[src/rtl/ddr_pkg.sv]
// Shared DDR1 command codes, bank states and default timing constants.
// Latency: n/a (types, constants and pure functions only).
// Backpressure: n/a.
package ddr_pkg;

  // Function codes shared with address_decoder.
  typedef enum logic [3:0] {
    CMD_DESELECT  = 4'd0,
    CMD_NOP       = 4'd1,
    CMD_ACTIVE    = 4'd2,
    CMD_READ      = 4'd3,
    CMD_WRITE     = 4'd4,
    CMD_BST       = 4'd5,
    CMD_PRECHARGE = 4'd6,
    CMD_REFRESH   = 4'd7,
    CMD_MRS       = 4'd8
  } cmd_t;

  typedef enum logic [1:0] {
    BANK_IDLE,
    BANK_ACTIVATING,
    BANK_ACTIVE,
    BANK_PRECHARGING
  } bank_state_t;

  localparam int DEF_T_RCD = 3;
  localparam int DEF_T_RP  = 3;
  localparam int DEF_T_AP  = 2;
  localparam int DEF_T_MRD = 2;
  localparam int DEF_T_RFC = 10;

  function automatic int max_of4(input int a, input int b, input int c, input int d);
    int m;
    m = a;
    if (b > m) m = b;
    if (c > m) m = c;
    if (d > m) m = d;
    return m;
  endfunction

  // Pins are active low; with CSn low the RAS/CAS/WE triple covers all 8 codes.
  function automatic cmd_t decode_pins(input logic cs_n, input logic ras_n,
                                       input logic cas_n, input logic we_n);
    cmd_t c;
    if (cs_n) begin
      c = CMD_DESELECT;
    end else begin
      case ({ras_n, cas_n, we_n})
        3'b111:  c = CMD_NOP;
        3'b011:  c = CMD_ACTIVE;
        3'b101:  c = CMD_READ;
        3'b100:  c = CMD_WRITE;
        3'b110:  c = CMD_BST;
        3'b010:  c = CMD_PRECHARGE;
        3'b001:  c = CMD_REFRESH;
        default: c = CMD_MRS;
      endcase
    end
    return c;
  endfunction

endpackage

[src/rtl/ddr_bank_fsm.sv]
// One SDRAM bank: IDLE/ACTIVATING/ACTIVE/PRECHARGING state with a timing counter.
// Latency: requests take effect on the next rising edge; state is a register.
// Backpressure: none; the parent only raises a request when it is legal for this bank.
module ddr_bank_fsm
  import ddr_pkg::*;
#(
  parameter int CNT_W = 4,
  parameter int T_RCD = DEF_T_RCD,
  parameter int T_RP  = DEF_T_RP,
  parameter int T_AP  = DEF_T_AP
) (
  input  logic        clk,
  input  logic        rstn,
  input  logic        activate,
  input  logic        precharge,
  input  logic        auto_pre,
  output bank_state_t state
);

  logic [CNT_W-1:0] cnt;

  // A timed state leaves on the edge where its counter would reach zero, so a
  // parameter of 1 (counter loaded with 0) completes on the very next clock.
  always_ff @(posedge clk or negedge rstn) begin
    if (!rstn) begin
      state <= BANK_IDLE;
      cnt   <= '0;
    end else begin
      case (state)
        BANK_IDLE: begin
          if (activate) begin
            state <= BANK_ACTIVATING;
            cnt   <= CNT_W'(T_RCD - 1);
          end
        end
        BANK_ACTIVATING: begin
          if (precharge) begin
            state <= BANK_PRECHARGING;
            cnt   <= CNT_W'(T_RP - 1);
          end else if (cnt <= CNT_W'(1)) begin
            state <= BANK_ACTIVE;
            cnt   <= '0;
          end else begin
            cnt <= cnt - CNT_W'(1);
          end
        end
        BANK_ACTIVE: begin
          if (precharge) begin
            state <= BANK_PRECHARGING;
            cnt   <= CNT_W'(T_RP - 1);
          end else if (auto_pre) begin
            state <= BANK_PRECHARGING;
            cnt   <= CNT_W'(T_RP + T_AP - 1);
          end
        end
        BANK_PRECHARGING: begin
          if (cnt <= CNT_W'(1)) begin
            state <= BANK_IDLE;
            cnt   <= '0;
          end else begin
            cnt <= cnt - CNT_W'(1);
          end
        end
        default: begin
          state <= BANK_IDLE;
          cnt   <= '0;
        end
      endcase
    end
  end

endmodule

[src/rtl/ddr_cmd_decoder.sv]
// DDR1 command front end: pin decode, per-bank timing, legality check, lockout.
// Latency: adf/address/cmd_illegal registered, valid 1 clock after the pins are sampled.
// Backpressure: none; illegal commands are dropped, flagged and replaced by NOP.
module ddr_cmd_decoder
  import ddr_pkg::*;
#(
  parameter int T_RCD = DEF_T_RCD,
  parameter int T_RP  = DEF_T_RP,
  parameter int T_AP  = DEF_T_AP,
  parameter int T_MRD = DEF_T_MRD,
  parameter int T_RFC = DEF_T_RFC
) (
  input  logic        clk,
  input  logic        rstn,
  input  logic        CSn,
  input  logic        RASn,
  input  logic        CASn,
  input  logic        WEn,
  input  logic [15:0] address_in,
  output logic [3:0]  adf,
  output logic [15:0] address,
  output logic [3:0]  bank_open,
  output logic        busy,
  output logic        cmd_illegal
);

  localparam int CNT_W = $clog2(max_of4(T_RCD, T_RP + T_AP, T_MRD, T_RFC) + 1);

  cmd_t             cmd;
  logic [1:0]       tgt;
  logic             a10;
  bank_state_t      bank_state [4];
  logic [CNT_W-1:0] lock_cnt;
  logic             all_idle;
  logic             legal;
  logic [3:0]       act_req;
  logic [3:0]       pre_req;
  logic [3:0]       apre_req;

  assign cmd  = decode_pins(CSn, RASn, CASn, WEn);
  assign tgt  = address_in[15:14];
  assign a10  = address_in[10];
  assign busy = (lock_cnt != '0);

  // Legality uses the current (pre-transition) bank states and lockout.
  always_comb begin
    all_idle = 1'b1;
    for (int b = 0; b < 4; b++) begin
      if (bank_state[b] != BANK_IDLE) all_idle = 1'b0;
    end
    legal = 1'b1;
    if (cmd != CMD_DESELECT && cmd != CMD_NOP && busy) begin
      legal = 1'b0;
    end else begin
      case (cmd)
        CMD_ACTIVE:             legal = (bank_state[tgt] == BANK_IDLE);
        CMD_READ, CMD_WRITE:    legal = (bank_state[tgt] == BANK_ACTIVE);
        CMD_REFRESH, CMD_MRS:   legal = all_idle;
        default:                legal = 1'b1;
      endcase
    end
  end

  // Per-bank requests; precharge of an idle/precharging bank is ignored by the bank itself.
  always_comb begin
    act_req  = '0;
    pre_req  = '0;
    apre_req = '0;
    for (int b = 0; b < 4; b++) begin
      act_req[b]  = legal && (cmd == CMD_ACTIVE) && (tgt == 2'(b));
      pre_req[b]  = legal && (cmd == CMD_PRECHARGE) && (a10 || tgt == 2'(b));
      apre_req[b] = legal && (cmd == CMD_READ || cmd == CMD_WRITE) && a10 && (tgt == 2'(b));
    end
  end

  for (genvar b = 0; b < 4; b++) begin : g_bank
    ddr_bank_fsm #(
      .CNT_W (CNT_W),
      .T_RCD (T_RCD),
      .T_RP  (T_RP),
      .T_AP  (T_AP)
    ) u_bank (
      .clk       (clk),
      .rstn      (rstn),
      .activate  (act_req[b]),
      .precharge (pre_req[b]),
      .auto_pre  (apre_req[b]),
      .state     (bank_state[b])
    );
    assign bank_open[b] = (bank_state[b] == BANK_ACTIVE);
  end

  // Global MRS/REFRESH lockout counter, saturating at zero.
  always_ff @(posedge clk or negedge rstn) begin
    if (!rstn) begin
      lock_cnt <= '0;
    end else if (legal && cmd == CMD_MRS) begin
      lock_cnt <= CNT_W'(T_MRD - 1);
    end else if (legal && cmd == CMD_REFRESH) begin
      lock_cnt <= CNT_W'(T_RFC - 1);
    end else if (lock_cnt != '0) begin
      lock_cnt <= lock_cnt - CNT_W'(1);
    end
  end

  // Output registers toward address_decoder; rejected commands become NOP.
  always_ff @(posedge clk or negedge rstn) begin
    if (!rstn) begin
      adf         <= 4'd0;
      address     <= 16'd0;
      cmd_illegal <= 1'b0;
    end else begin
      adf         <= legal ? cmd : CMD_NOP;
      address     <= address_in;
      cmd_illegal <= !legal;
    end
  end

endmodule

[config.mk]
export PLATFORM = sky130hd
export DESIGN_NAME = ddr_cmd_decoder
export DESIGN_NICKNAME = d
export VERILOG_FILES = /design/src/rtl/ddr_pkg.sv /design/src/rtl/ddr_bank_fsm.sv /design/src/rtl/ddr_cmd_decoder.sv
export SDC_FILE = /design/constraint.sdc
export NUM_CORES = 1
export LEC_CHECK = 0
export CAP_MARGIN = 20
export CORE_ASPECT_RATIO = 0.8
export CORE_MARGIN = 2
export CORE_UTILIZATION = 40
export CTS_BUF_LIST = sky130_fd_sc_hd__clkbuf_2
export DETAILED_ROUTE_END_ITERATION = 8
export DONT_BUFFER_PORTS = 1
export GPL_ROUTABILITY_DRIVEN = 0
export PLACE_DENSITY = 0.54
export SETUP_SLACK_MARGIN = 0.02
export SLEW_MARGIN = 20
export SYNTH_ARGS = -nofsm -noshare
export SYNTH_HDL_FRONTEND = slang
export SYNTH_HIERARCHICAL = 1
export SYNTH_SLANG_ARGS = --single-unit
export TNS_END_PERCENT = 1
[constraint.sdc]
create_clock -name clk -period 2.8 [get_ports clk]
set_input_delay 0.56 -clock clk [delete_from_list [all_inputs] [get_ports clk]]
set_output_delay 0.56 -clock clk [all_outputs]
set_load 0.02 [all_outputs]
# Word level (Yosys, flattened, before mapping)
# Index checks and enable logic that the tools add are counted.
# word_totals
regBits	49
input_bits	22
out_inout_bits	26
# op_classes
n_addsub	5
magnitude_cmp	5
eq_ne	46
mux	67
bitwise	1
n_reduce_logical	49
# ops
cell	count
$mux 4	25
$pmux 4 s4	4
$mux 2	26
$pmux 2 s4	4
$pmux 4 s7	1
$ne 3x1->1 const B	8
$eq 2x2->1 const B	11
$logic_and 1x1->1	20
$sub 4x1->4 const B	5
$le 4x1->1 const B	4
$ne 2x1->1 const B	8
$reduce_and 4->1	4
$eq 3x3->1 const B	4
$eq 4x3->1 const B	3
$logic_not 2->1	6
$eq 2x1->1 const B	5
$eq 4x2->1 const B	2
$reduce_and 2->1	4
$reduce_bool 2->1	4
$reduce_bool 4->1	2
$eq 3x2->1 const B	2
$logic_or 1x1->1	5
$mux 1	5
$bmux 2 s2	1
9 further kinds	10

# Logic depth before layout (Yosys ltp)
# Gate-level depths: netlist of run 1.
# depth
word_depth	13
depth_mapped	11

# Cells and area by module
# The synthesis of run 1 kept the hierarchy.
# modules_own_cells
module	n_inst	cells_each	area_per_inst_um2
ddr_bank_fsm	4	48	457.9
ddr_cmd_decoder	1	109	1238.7

# Worst setup path before layout of run 1
# OpenSTA, ideal clock, no wires.
# synth_path
path_kind	input port to flip-flop
start	input port address_in[14]
end	register g_bank[1].u_bank.state[1]
setup_time_ps	125
arrival_ps	2817
slack_ps	-142
path_stages	10
path_buffers	2
path_cell_list	buf_4 > mux4_2 > mux2i_2 > a221oi_2 > buf_6 > nor3_2 > nor3b_1 > nor2_2 > nand2_2 > mux2_4
# synth_via
word_cells_on_any_way	24
classes_between	5 x eq/ne; 8 x mux; 1 x bitwise; 10 x reduce/logical
# synth_rtl
item	line	source
start: declaration	ddr_cmd_decoder.sv:19	input logic [15:0] address_in,
$not 2->3 (not written as such)	ddr_cmd_decoder.sv:56, ddr_cmd_decoder.sv:57	
$bmux 2 s2	ddr_cmd_decoder.sv:56, ddr_cmd_decoder.sv:57	
$mux 2 (not written as such) (2 in series)	ddr_cmd_decoder.sv:56, ddr_cmd_decoder.sv:57	
$eq 2x2->1 / $logic_not 2->1 (equally long branches)	ddr_cmd_decoder.sv:57, ddr_cmd_decoder.sv:56	
$pmux 1 s3	ddr_cmd_decoder.sv:55	case (cmd)
$mux 1	ddr_cmd_decoder.sv:52	if (cmd != CMD_DESELECT && cmd != CMD_NOP && busy) begin
$logic_and 1x1->1	ddr_cmd_decoder.sv:71	pre_req[b] = legal && (cmd == CMD_PRECHARGE) && (a10 || tgt == 2'(b));
$logic_and 1x1->1 *	ddr_cmd_decoder.sv:71	
net pre_req[1]	ddr_cmd_decoder.sv:37	logic [3:0] pre_req;
$ne 3x1->1 (no source line) (tied with other cells)	n/a	
$reduce_and 4->1 (no source line) / $pmux 2 s4 (equally long branches)	n/a	
end signal: assignment	ddr_bank_fsm.sv:52	state <= BANK_PRECHARGING;
end signal: assignment	ddr_bank_fsm.sv:58	state <= BANK_IDLE;
end signal: assignment	ddr_bank_fsm.sv:65	state <= BANK_IDLE;
end: declaration	ddr_bank_fsm.sv:17	output bank_state_t state
# The timed path passes the listed nets; every way through them passes the cells marked *. The select of a mux whose other input is x is not followed.
# A chain may end at the register's enable or synchronous reset.

# Worst setup path after layout of run 1
# layout_path
start	register g_bank[1].u_bank.state[1]
end	register g_bank[3].u_bank.state[1]
# layout_via
word_cells_on_any_way	25
classes_between	4 x eq/ne; 11 x mux; 10 x reduce/logical
# layout_rtl
item	line	source
start signal: assignment	ddr_bank_fsm.sv:26	state <= BANK_IDLE;
start signal: assignment	ddr_bank_fsm.sv:32	state <= BANK_ACTIVATING;
start signal: assignment	ddr_bank_fsm.sv:38	state <= BANK_PRECHARGING;
$bmux 2 s2 / $reduce_bool 2->1 (equally long branches)	ddr_cmd_decoder.sv:56, ddr_cmd_decoder.sv:57, ddr_cmd_decoder.sv:49	
$mux 2 (not written as such) / $mux 1 (equally long branches) (2 in series)	ddr_cmd_decoder.sv:56, ddr_cmd_decoder.sv:57, ddr_cmd_decoder.sv:49	
$eq 2x2->1 (tied with other cells)	ddr_cmd_decoder.sv:57	CMD_READ, CMD_WRITE: legal = (bank_state[tgt] == BANK_ACTIVE);
$pmux 1 s3 *	ddr_cmd_decoder.sv:55	
$mux 1 *	ddr_cmd_decoder.sv:52	
$logic_and 1x1->1 * (2 in series)	ddr_cmd_decoder.sv:71	
net pre_req[3]	ddr_cmd_decoder.sv:37	
$ne 3x1->1 (no source line) (tied with other cells)	n/a	
$reduce_and 4->1 (no source line) / $pmux 2 s4 (equally long branches)	n/a	
end signal: assignment	ddr_bank_fsm.sv:52	
end signal: assignment	ddr_bank_fsm.sv:58	
end signal: assignment	ddr_bank_fsm.sv:65	
end: declaration	ddr_bank_fsm.sv:17	
# Marked as above.

==> summary.md, run 1 <==
The cell with the most instances after synthesis was dfrtp_1. The count of unresolved DRC violations after routing was 0. Based on the critical path, the design can be clocked at up to 378 MHz. The initial utilization of the core area, before any placement, comes to 41.3%.

The run gives 4720 um as the sum of net half-perimeters after detailed placement. Number of nets in the final layout: 375. Setup repair after global routing left no endpoint under its margin. Counting every instance in the synthesized netlist gives 301. In this run the remaining antenna-violating nets after routing total 0. The synthesized design spends more area on one cell type than any other, namely dfrtp_1. The run gives 50 as the largest net degree at the start of global routing.

The number of buffers inserted during clock tree synthesis is 5. STA classifies the critical path startpoint as a flip-flop. The number of sinks handled by clock tree synthesis is 49, and the number of detailed-routing iterations run before antenna repair is 4. The run gives 8400 sq um as the floorplan die area. The share of synthesized area in the top cell type comes to 39.9%. The die boundary height was 82.4 um; the post-synthesis sequential element count was 49.

The worst path uses 94.4% of the clock period. Counting every net in the synthesized netlist gives 349. 48 I/O pins were placed.

For the worst setup path, the data required time is 3.19 ns. The register area share after synthesis came out at 39.9%. The cell area after placement is 3430 sq um. The worst pin sits at a relative slew slack of 70.6%. The run gives 7430 sq um as the area of the core. The family with the most delay on the worst path was multiplexers.

The global-route wire length before repair was 10900 um. The routed length per placed instance works out to 14.6 um. The utilization after layout was 48.0%. The run finished with clean final reports. The slowest stage of the critical path belongs to the cell mux4_2. Relative to the synthesized area, the layout overhead comes to 16.1%. The run gives 0 ns as the accumulated negative setup slack. The number of max-capacitance violations reported was 0. Clock-pin slew was measured on the worst setup and hold paths at 0.29 ns. Global routing finished with a remaining overflow of 0. The worst hold path belongs to the class in -> reg. Total setup violations reported at the end of the flow: 0. Among all flip-flop cells after synthesis, the most frequent one is dfrtp_1.

The first routing iteration left 88 violations. The floorplan step set the die width to 102 um. In the final layout, the multi-input gates occupy 1800 sq um. The async set-reset flop share out of synthesis was 100%. The final-report max-slew violation count is 0, and the number of buffer and inverter instances along the worst setup path is 2. In this run the clock root is driven by a clkbuf_2. TritonCTS built the clock tree. Using the TritonRoute via totals, the vias-per-cell ratio works out to 5.13. In this run the deepest clock path goes through 2 buffers. In this design, the stage delay of the slowest critical-path cell is 0.51 ns.

After synthesis, the most frequently instantiated cells are dfrtp_1 (49), inv_1 (33), ha_1 (26). Minimum clock period after layout: 2.64 ns. The initial antenna violation count came out at 0.

The maximum net fanout on the critical path was 5; the leakage dissipation was 0.00148 uW. The number of endpoints with negative hold slack in the final report is 0, and the number of antenna repair diodes is 0. The number of distinct library cells after synthesis is 45. For the routed wire length, the log shows 6320 um. Ranked by total cell area, the synthesized netlist is headed by dfrtp_1 (40%), ha_1 (11%), inv_1 (4.0%). The mean post-synth cell area works out to 10.2 sq um. VDD sags by at most 513 uV. The Yosys step of the flow raised 6 warnings.

The worst setup path is of the reg -> reg kind. The most frequent cell on the critical path is buf_4. Global routing used 16.7% of the available tracks across all layers.

Counting the fill cells in the layout gives 702. The critical path goes through mux4_2, mux2i_4, a221oi_4, buf_4, nor4b_2, buf_4, nor2b_1, o32ai_4, nand2_2, mux2_4. The number of flops mapped to enable cells by yosys was 0.

The power per unit of standard cell area was 968 nW/um^2. The post-route netlist has 24.7% of its cells at a drive strength greater than 1. Via count of the first global-routing pass: 2188.

At the pin with the least slew margin, the transition time is 0.437 ns. Overall via count from detail_route: 2221. Across the routed clock network, the largest skew measured is 0.0181 ns.

Row generation in the floorplan step produced 28 rows. The sequential cells in the finished layout cover a total of 1230 sq um. The synthesized cell area was 3070 sq um; the final non-filler cell area was 3570 sq um. Buffers placed on the I/O ports in this run total 0. The maximum level of the CTS H-tree was 2; the total power of the final layout was 3450 uW.

The capturing element type of the critical path is a flip-flop. The arrival time at the worst endpoint is 3.03 ns. At the later pin of the worst-skew pair, clock insertion delay measures 0.44 ns.
layer usage:
| layer | GRT usage (%) | vias to the layer above | part of all wire, % |
|---|---|---|---|
| met1 | 24.7 | 1055 | 52 |
| met4 | 4.00 | 0 | 0.70 |
| met3 | 3.20 | 5 | 4.7 |
| met5 | 0 | - | 0 |
| li1 | - | 1114 | - |
| met2 | 25.4 | 47 | 43 |
cells by family (layout without fill, tap and decap cells):
kind of cell,Yosys count,in the layout,share of synthesized area [%]
buf+inv,41,68,5.50
fa+ha+maj,26,26,10.6
simple gates,105,105,21.1
compound gates,63,63,15.9
mux,12,12,5.54
xor+xnor,5,5,1.43
flops,49,49,39.9
final timing paths:
kind | from | end | slack (ns) | cells after the start
max | g_bank[1].u_bank/state[1] | g_bank[3].u_bank/state[1] | 0.16 | 10
min | address_in[2] | address[2] | 0.09 | 0
max reg2reg | g_bank[1].u_bank/state[1] | g_bank[3].u_bank/state[1] | 0.16 | 10
min reg2reg | g_bank[0].u_bank/cnt[1] | g_bank[0].u_bank/cnt[1] | 0.56 | 1
max in group asynchronous | rstn | g_bank[1].u_bank/cnt[0] | 1.97 | 2
min in group asynchronous | rstn | g_bank[0].u_bank/state[1] | 0.59 | 2
flip-flops by register name, summed over array words and instances (netlist names):
name / count
adf: 4
address: 16
cmd_illegal: 1
lock_cnt: 4
g_bank.u_bank/cnt: 16
g_bank.u_bank/state: 8
timing repair:
item,4_1_cts,5_1_grt
endpoints found under the hold margin,49,0
resized for setup,0,7
endpoints found under the setup margin,1,4
hold buffers,2,0
gates cloned,0,0
pin swaps,1,0
buffers inserted,2,0
power by group:
group	switching, uW	total, uW	internal [uW]
registers	206	1110	901
logic	1060	2000	943
clock network	265	342	76.5
cell usage in the layout (no fill, tap or decap), types with 3 or more instances in the layout:
cell type / n
nor2_1: 17
nor3b_2: 5
xnor2_1: 4
ha_1: 26
dfrtp_1: 47
nor3_4: 5
inv_1: 33
o21a_1: 4
o311ai_0: 4
a32oi_1: 4
nor3_1: 16
nor2_2: 5
nor2b_1: 11
nand2_1: 12
nand3_1: 5
o21ai_0: 22
mux2_4: 4
o22ai_1: 4
o32ai_4: 4
clkbuf_2: 5
nand2b_1: 6
nor2b_2: 3
nand2_2: 4
o2bb2ai_1: 4
buf_4: 25
a21oi_1: 9
a31oi_1: 5
mux2i_1: 4
layout make-up:
| class | count | share of cell area (%) |
|---|---|---|
| Clock inverter | 3 | 0.807 |
| Clock buffer | 5 | 0.702 |
| Sequential cell | 49 | 34.5 |
| Timing Repair Buffer | 27 | 6.32 |
| Multi-Input combinational cell | 211 | 50.6 |
| Inverter | 33 | 3.47 |
| Tap cell | 105 | 3.68 |
metrics by stage:
stage	setup WS, ns	cells	hold slack [ns]
3_5_place_dp	-0.168	421	0.266
6_report	0.157	433	0.0918
3_3_place_gp	-0.0665	421	0.266
5_1_grt	0.0326	433	0.00483
2_1_floorplan	-0.0637	301	0.264
4_1_cts	0.126	433	0.0548
No activity file was read; power rests on OpenSTA's default activity.
==> run 2, diff against run 1 <==
--- a/config.mk
+++ b/config.mk
@@ -8,12 +8,12 @@
 export CAP_MARGIN = 20
 export CORE_ASPECT_RATIO = 0.8
 export CORE_MARGIN = 2
-export CORE_UTILIZATION = 40
+export CORE_UTILIZATION = 36
 export CTS_BUF_LIST = sky130_fd_sc_hd__clkbuf_2
 export DETAILED_ROUTE_END_ITERATION = 8
 export DONT_BUFFER_PORTS = 1
 export GPL_ROUTABILITY_DRIVEN = 0
-export PLACE_DENSITY = 0.54
+export PLACE_DENSITY = 0.5
 export SETUP_SLACK_MARGIN = 0.02
 export SLEW_MARGIN = 20
 export SYNTH_ARGS = -nofsm -noshare
==> constraint.sdc (replaced) <==
create_clock -name clk -period 2.8 [get_ports clk]
set_input_delay 0.56 -clock clk [delete_from_list [all_inputs] [get_ports clk]]
set_output_delay 0.56 -clock clk [all_outputs]
set_load 0.005 [all_outputs]
==> run 2 against run 1 <==
Compared with the run above:
- clock-buffer cell count unchanged
- clock skew shrank 0.0048 ns
- sequential cell count did not move
- fmax is 0.69% higher
- final cell count increased by 4.2%
- via count up 1.7%
- sequential power about the same
- die area rose by 11%
- register-to-register slack improved by 0.02 ns
- critical path type unchanged
==> summary.md, run 2 (same netlist as run 1, synthesis figures left out) <==
The run finished with clean final reports. The count of buffers inserted at the top-level ports is 0, and the total congestion overflow after global routing is 0. After detailed routing, the number of remaining DRC violations is 0.

The clock-pin slew reported for the worst setup and hold paths after clock tree synthesis came out at 0.26 ns. The largest individual stage delay along the critical path comes from the cell mux4_2. The logs give 9290 sq um for the floorplan die area and 4720 um for the sum of net half-perimeters after detailed placement.

Cell internal power was estimated by the tool at 1920 uW. The clock reaches the later pin of the worst-skew pair after 0.44 ns. The largest buffer count on any clock path came out at 2.

0 antenna diodes ended up in the layout. Leaving out fill and tap cells, the most frequent cells in the layout are dfrtp_1 (49), inv_1 (33), ha_1 (26). TritonCTS built the clock tree. The worst setup path is launched from a flip-flop.

The relative contribution of the clock network to total power was 9.6%; the slew at the pin closest to its max-slew limit was 0.520 ns. The tightest min-delay check is of the in -> reg type. After filler insertion, the fill cell instance count of the layout stands at 796.

Leaving out fill and tap cells, the most frequent cell in the layout is dfrtp_1. Before antenna repair, the detailed router went through 4 iterations. Between clock sinks in the finished design, the worst skew comes to 0.0133 ns.

The worst setup path is captured at a flip-flop. The tool flagged a number of max-cap violations equal to 0. The tools report the combinational share of power as 57.8%. Net switching is 42.7% of the power.

After routing the design area is 3670 sq um. The logs give 32.7% for the sequential share of power and 14.7% for the global-route total usage across every layer. In this run the vertical extent of the chip is 86.6 um. IR analysis of the VDD net gives a maximum drop of 445 uV. The final-report max-slew violation count was 0. The leakage dissipation is 0.00153 uW. The number of routed nets with antenna violations is 0.

Counting both buffers and inverters, the worst setup path holds a total of 0. At the worst endpoint, the required time is 3.16 ns. In this run the horizontal extent of the chip is 107 um.

For the worst setup path, the data arrival time is 2.99 ns. Once the clock tree was built, the setup fixing pass inserted 0 buffers. The placed instances occupy a cell area of 3440 sq um. The worst hold path was traced through 0 stages. For this configuration, the core starts out at a cell density of 36.7%. Setup violations remaining at the end of the flow were counted as 0. Entering global routing, the biggest net connects 50 pins. In the final layout, the share of cells above drive strength 1 is 21.8%. CTS built an H-tree with a depth of 2. The minimum clock period after layout came out at 2.63 ns. In this run the power spent charging and discharging nets is 1430 uW.

The number of primary I/O pins was 48; the routed length per placed instance was 14.0 um. The number of clock buffers added by TritonCTS is 5. Along the worst path, the maximum fanout reaches 7. The worst stage delay on the critical path is 0.55 ns. In the final layout, the registers with the most flip-flops are address x16, g_bank.u_bank/cnt x16, g_bank.u_bank/state x8. For this design the ratio of total power to cell area is 913 nW/um^2.

In this run the clock root is driven by a clkbuf_2. The logs give 2258 for the overall via count from detail_route and 30 for the floorplan row count. For the number of endpoints with negative hold slack in the final report, the log shows 0. The classification of the worst setup path is reg -> reg. Traced cell by cell, the critical path runs through mux4_2, nor2_1, a221oi_4, nor4_1, nor3b_2, nor2_2, nand2_2, mux2_4. Dividing the final minimum period by the clock period gives 93.8%.

The floorplan step defined a core boundary enclosing 8370 sq um. Counting every sink on the clock net gives 49. Setup repair after global routing could not meet its margin everywhere.

At the end of the flow, the number of nets in the layout was 386. The run gives 2183 as the via count of the first global-routing pass. The starting DRC count in detailed routing is 86, and the mean number of vias per cell is 5.01. The tools report the relative max-transition margin as 65.3%. The initial antenna violation count was 0. The signed area change from the synthesized netlist to the final layout works out to 19.6%.

The critical path crosses 8 cells after its start point. Measured in cells, the most critical reg-to-reg path has a length of 8. Wires add up to 6300 um. For the highest attainable clock frequency, the log shows 381 MHz. The run gives 0.108 ns as the tightest hold margin. The first global-routing pass estimated 10800 um of wire.

The family with the most delay on the worst path was simple AND/OR/NAND/NOR gates.
==> run 2: timing repair <==
item | CTS | global route
hold endpoints to repair | 49 | 13
endpoints found under the setup margin | 0 | 7
hold buffers | 2 | 13
gates resized for setup | 0 | 2
==> run 2: power by group through the flow <==
| stage | registers, uW | logic [uW] | clock network (uW) |
|---|---|---|---|
| floorplan | 1080 | 1410 | 0 |
| finish | 1090 | 1940 | 320 |
| CTS | 1100 | 1930 | 344 |
| detailed placement | 1110 | 1900 | 0 |
| global placement | 1110 | 1900 | 0 |
| global route | 1130 | 2190 | 378 |
==> run 2: final timing paths <==
| check | start | to | slack, ns |
|---|---|---|---|
| setup / recovery | g_bank[0].u_bank/state[0] | g_bank[0].u_bank/state[1] | 0.17 |
| min in group asynchronous | rstn | address[4] | 0.56 |
| max in group asynchronous | rstn | adf[0] | 2.00 |
| hold reg to reg | lock_cnt[1] | lock_cnt[1] | 0.54 |
| setup reg to reg | g_bank[0].u_bank/state[0] | g_bank[0].u_bank/state[1] | 0.17 |
| hold / removal | address_in[15] | address[15] | 0.11 |
==> run 2: per-layer routing <==
metal / vias to the layer above / wire length, um / GRT usage (%)
li1: 1140 / - / -
met1: 1071 / 3340 / 21.9
met2: 42 / 2630 / 20.9
met3: 5 / 272 / 3.31
met4: 0 / 57 / 4.49
met5: - / 0 / 0
==> run 2: cell type report <==
cell class                 count  area [sq um]  area share, %
clock inverter                 3          26.3          0.716
timing repair buffer          38           340           9.27
tap                          112           140           3.82
sequential                    49          1230           33.4
clock buffer                   5          25.0          0.682
inverter                      33           124           3.37
multi-input combinational    211          1790           48.7
==> run 2: stage by stage <==
step | utilization, % | setup WS [ns] | TNS [ns] | std cells | power [uW]
6_report | 43.9 | 0.175 | 0 | 451 | 3350
5_1_grt | 43.9 | 0.00620 | 0 | 451 | 3690
2_1_floorplan | - | -0.0637 | -0.247 | 301 | 2500
4_1_cts | 42.1 | 0.0509 | 0 | 438 | 3370
3_5_place_dp | 41.1 | 0.0226 | 0 | 428 | 3010
3_3_place_gp | 41.1 | 0.0473 | 0 | 428 | 3010
==> run 2: worst register-to-register path, cell delays in order (launching register included) <==
cell and delay, ns:
dfrtp_1 0.54, mux4_2 0.55, nor2_1 0.21, a221oi_4 0.12, nor4_1 0.50, nor3b_2 0.13, nor2_2 0.14, nand2_2 0.07
mux2_4 0.30
==> run 3, diff against run 2 <==
--- a/config.mk
+++ b/config.mk
@@ -13,6 +13,7 @@
 export DETAILED_ROUTE_END_ITERATION = 8
 export DONT_BUFFER_PORTS = 1
 export GPL_ROUTABILITY_DRIVEN = 0
+export MAX_ROUTING_LAYER = met4
 export PLACE_DENSITY = 0.5
 export SETUP_SLACK_MARGIN = 0.02
 export SLEW_MARGIN = 20
==> run 3 against run 2 <==
Compared with the run above:
- critical path depth unchanged
- first-iteration DRC count down 4.7%
- die area unchanged
- register-to-register slack about the same
- core utilization unchanged
- sequential power about the same
- global-route usage up 0.44 points
- clock-buffer cell count unchanged
- sequential share of layout area unchanged
- clock power about the same
- power about the same
- critical endpoint unchanged
- largest power group unchanged
==> summary.md, run 3 (same netlist as run 1, synthesis figures left out) <==
The run finished with clean final reports. The worst register-to-register path has a depth of 8. In this run the worst path has a maximum fanout of 7. TritonCTS built the clock tree.

The number of routed nets with antenna violations was 0. Summed over all cells, the static leakage comes to 0.00153 uW. The path class of the tightest hold or removal check is in -> reg. The routed length per placed instance works out to 14.0 um. After floorplanning, the core was divided into 30 placement rows. Internal power comes to 1920 uW.

Leaving out fill and tap cells, the most frequent cells in the layout are dfrtp_1 (49), inv_1 (33), ha_1 (26). Initial antenna violation count: 0. The count of buffers added on input and output ports is 0. The number of primary I/O pins was 48; the combinational share of power was 57.9%.

Setup total negative slack on the finished layout was measured at 0 ns. The initial core utilization is 36.7%. In this run the horizontal extent of the chip is 107 um. The tools report the number of antenna repair diodes as 0.

The tools report the sum of net half-perimeters after detailed placement as 4720 um. Setup violations remaining at the end of the flow were counted as 0. The overall via count from detail_route was 2246. The logs give 3.17 ns for the data required time at the worst endpoint and 8370 sq um for the area of the core. The global-route wire length before repair is 10800 um, and the highest attainable clock frequency is 380 MHz. End point of the most critical hold path: address[15].

Setup repair after global routing could not meet its margin everywhere. Critical path startpoint category: a flip-flop. Leaving out fill and tap cells, the most frequent cell in the layout is dfrtp_1. The via count of the first global-routing pass came out at 2184. The final cell count without fillers came out at 451. The depth of the worst hold-timing path is 0. For the number of max-capacitance violations reported, the log shows 0.

The worst flop-to-flop path endpoint was g_bank[0].u_bank/state[1]. The total power of the final layout is 3350 uW, and the sequential share of power is 32.6%. The number of buffers inserted during clock tree synthesis was 5. For this run, design rule violations remaining after detail routing come to 0. The minimum clock period after layout was 2.63 ns. Counting the fill cells in the layout gives 796. For the routed wire length, the log shows 6330 um. Clock tree root buffer cell: clkbuf_2.

The first TritonRoute pass finished after 4 iterations. Clock-pin slew was measured on the worst setup and hold paths at 0.26 ns. The worst IR drop on VDD is 444 uV, and the worst setup slack for register-to-register paths is 0.17 ns.

The launch point of the worst reg-to-reg path was g_bank[0].u_bank/state[0]. The final critical path takes up 93.9% of the cycle. The switching fraction of total power is 42.7%, and the number of nets in the final layout is 386. The largest registers in the layout are address x16, g_bank.u_bank/cnt x16, g_bank.u_bank/state x8.

The longest clock path from root to sink contains 2 buffers. STA classifies the critical path endpoint as a flip-flop. From bottom edge to top edge, the die measures 86.6 um.

The final-report max-slew violation count was 0; the mean number of vias per cell was 4.98. The clock network is responsible for 9.5% of the overall power. The multi-input combinational cells in the finished layout cover a total of 1790 sq um. The tools report the number of sinks handled by clock tree synthesis as 49. For the pin with the worst max-slew slack, the measured transition is 0.536 ns. The start point of the worst min-delay path is address_in[15]. The clock insertion delay at the later pin of the skew report is 0.43 ns.

The run gives 0.00867 ns as the clock tree skew after final layout. In this run the power spent charging and discharging nets is 1430 uW. The number of endpoints with negative hold slack in the final report came out at 0. The logs give 1230 sq um for the storage element area and 9290 sq um for the floorplan die area.

The number of setup buffers added after CTS is 0. The total congestion overflow after global routing is 0. Power per unit of standard cell area: 913 nW/um^2. The logs give 64.3% for the relative max-transition margin and 43.9% for the utilization after layout. The H-tree generated during clock tree synthesis spans 2 levels.

The starting DRC count in detailed routing was 82; the arrival time at the worst endpoint was 3.00 ns. Global routing consumed, over all layers together, 15.1% of the routing resources. Largest net degree at the start of global routing: 50. The classification of the worst setup path was reg -> reg. In the final layout, the share of cells above drive strength 1 is 21.8%. The number of placed instances, taps included was 428; the signed area change from the synthesized netlist to the final layout was 19.6%.
## run 3: layout make-up
class / count / share of cell area [%]
repair buffers: 38 / 9.27
well taps: 112 / 3.82
flip-flops and latches: 49 / 33.4
clock inverters: 3 / 0.716
inverters: 33 / 3.37
clock buffers: 5 / 0.682
multi-input cells: 211 / 48.7
## run 3: power groups by stage
stage	clock [uW]	sequential (uW)	combinational [uW]
6_report	317	1090	1940
5_1_grt	378	1130	2190
4_1_cts	344	1100	1930
3_5_place_dp	0	1110	1900
3_3_place_gp	0	1110	1900
2_1_floorplan	0	1080	1410
## run 3: stage by stage
step	hold WS [ns]	setup WS (ns)	instance area, sq um
finish	0.107	0.170	3670
global route	0.0302	0.00620	3670
CTS	0.0516	0.0509	3530
detailed placement	0.265	0.0226	3440
global placement	0.265	0.0473	3440
floorplan	0.264	-0.0637	3140
## run 3: timing repair
action / in CTS / in global routing
setup endpoints to repair: 0 / 7
hold buffers: 2 / 13
gates resized for setup: 0 / 2
endpoints found under the hold margin: 49 / 13
## run 3: worst max-delay path by stage
stage                              startpoint                   endpoint  slack, ns
finish              g_bank[0].u_bank/state[0]  g_bank[0].u_bank/state[1]       0.17
detailed placement             address_in[14]    g_bank[3].u_bank/cnt[0]       0.02
global placement               address_in[14]    g_bank[3].u_bank/cnt[0]       0.05
CTS                               lock_cnt[1]  g_bank[3].u_bank/state[1]       0.05
global route        g_bank[3].u_bank/state[0]    g_bank[0].u_bank/cnt[1]      0.006
floorplan                      address_in[14]  g_bank[3].u_bank/state[1]      -0.06
## run 3: per-layer routing
layer  vias up  GRT usage [%]  wire [um]
met5         -              -          0
met4         0           4.49         61
met3         5           3.31        232
met2        30           20.9       2670
met1      1069           21.9       3370
li1       1142              -          -
## run 3: worst max-delay path: stages (launching register included)
cell,delay [ns]
dfrtp_1,0.54
mux4_2,0.55
nor2_1,0.21
a221oi_4,0.12
nor4_1,0.50
nor3b_2,0.13
nor2_2,0.14
nand2_2,0.08
mux2_4,0.30
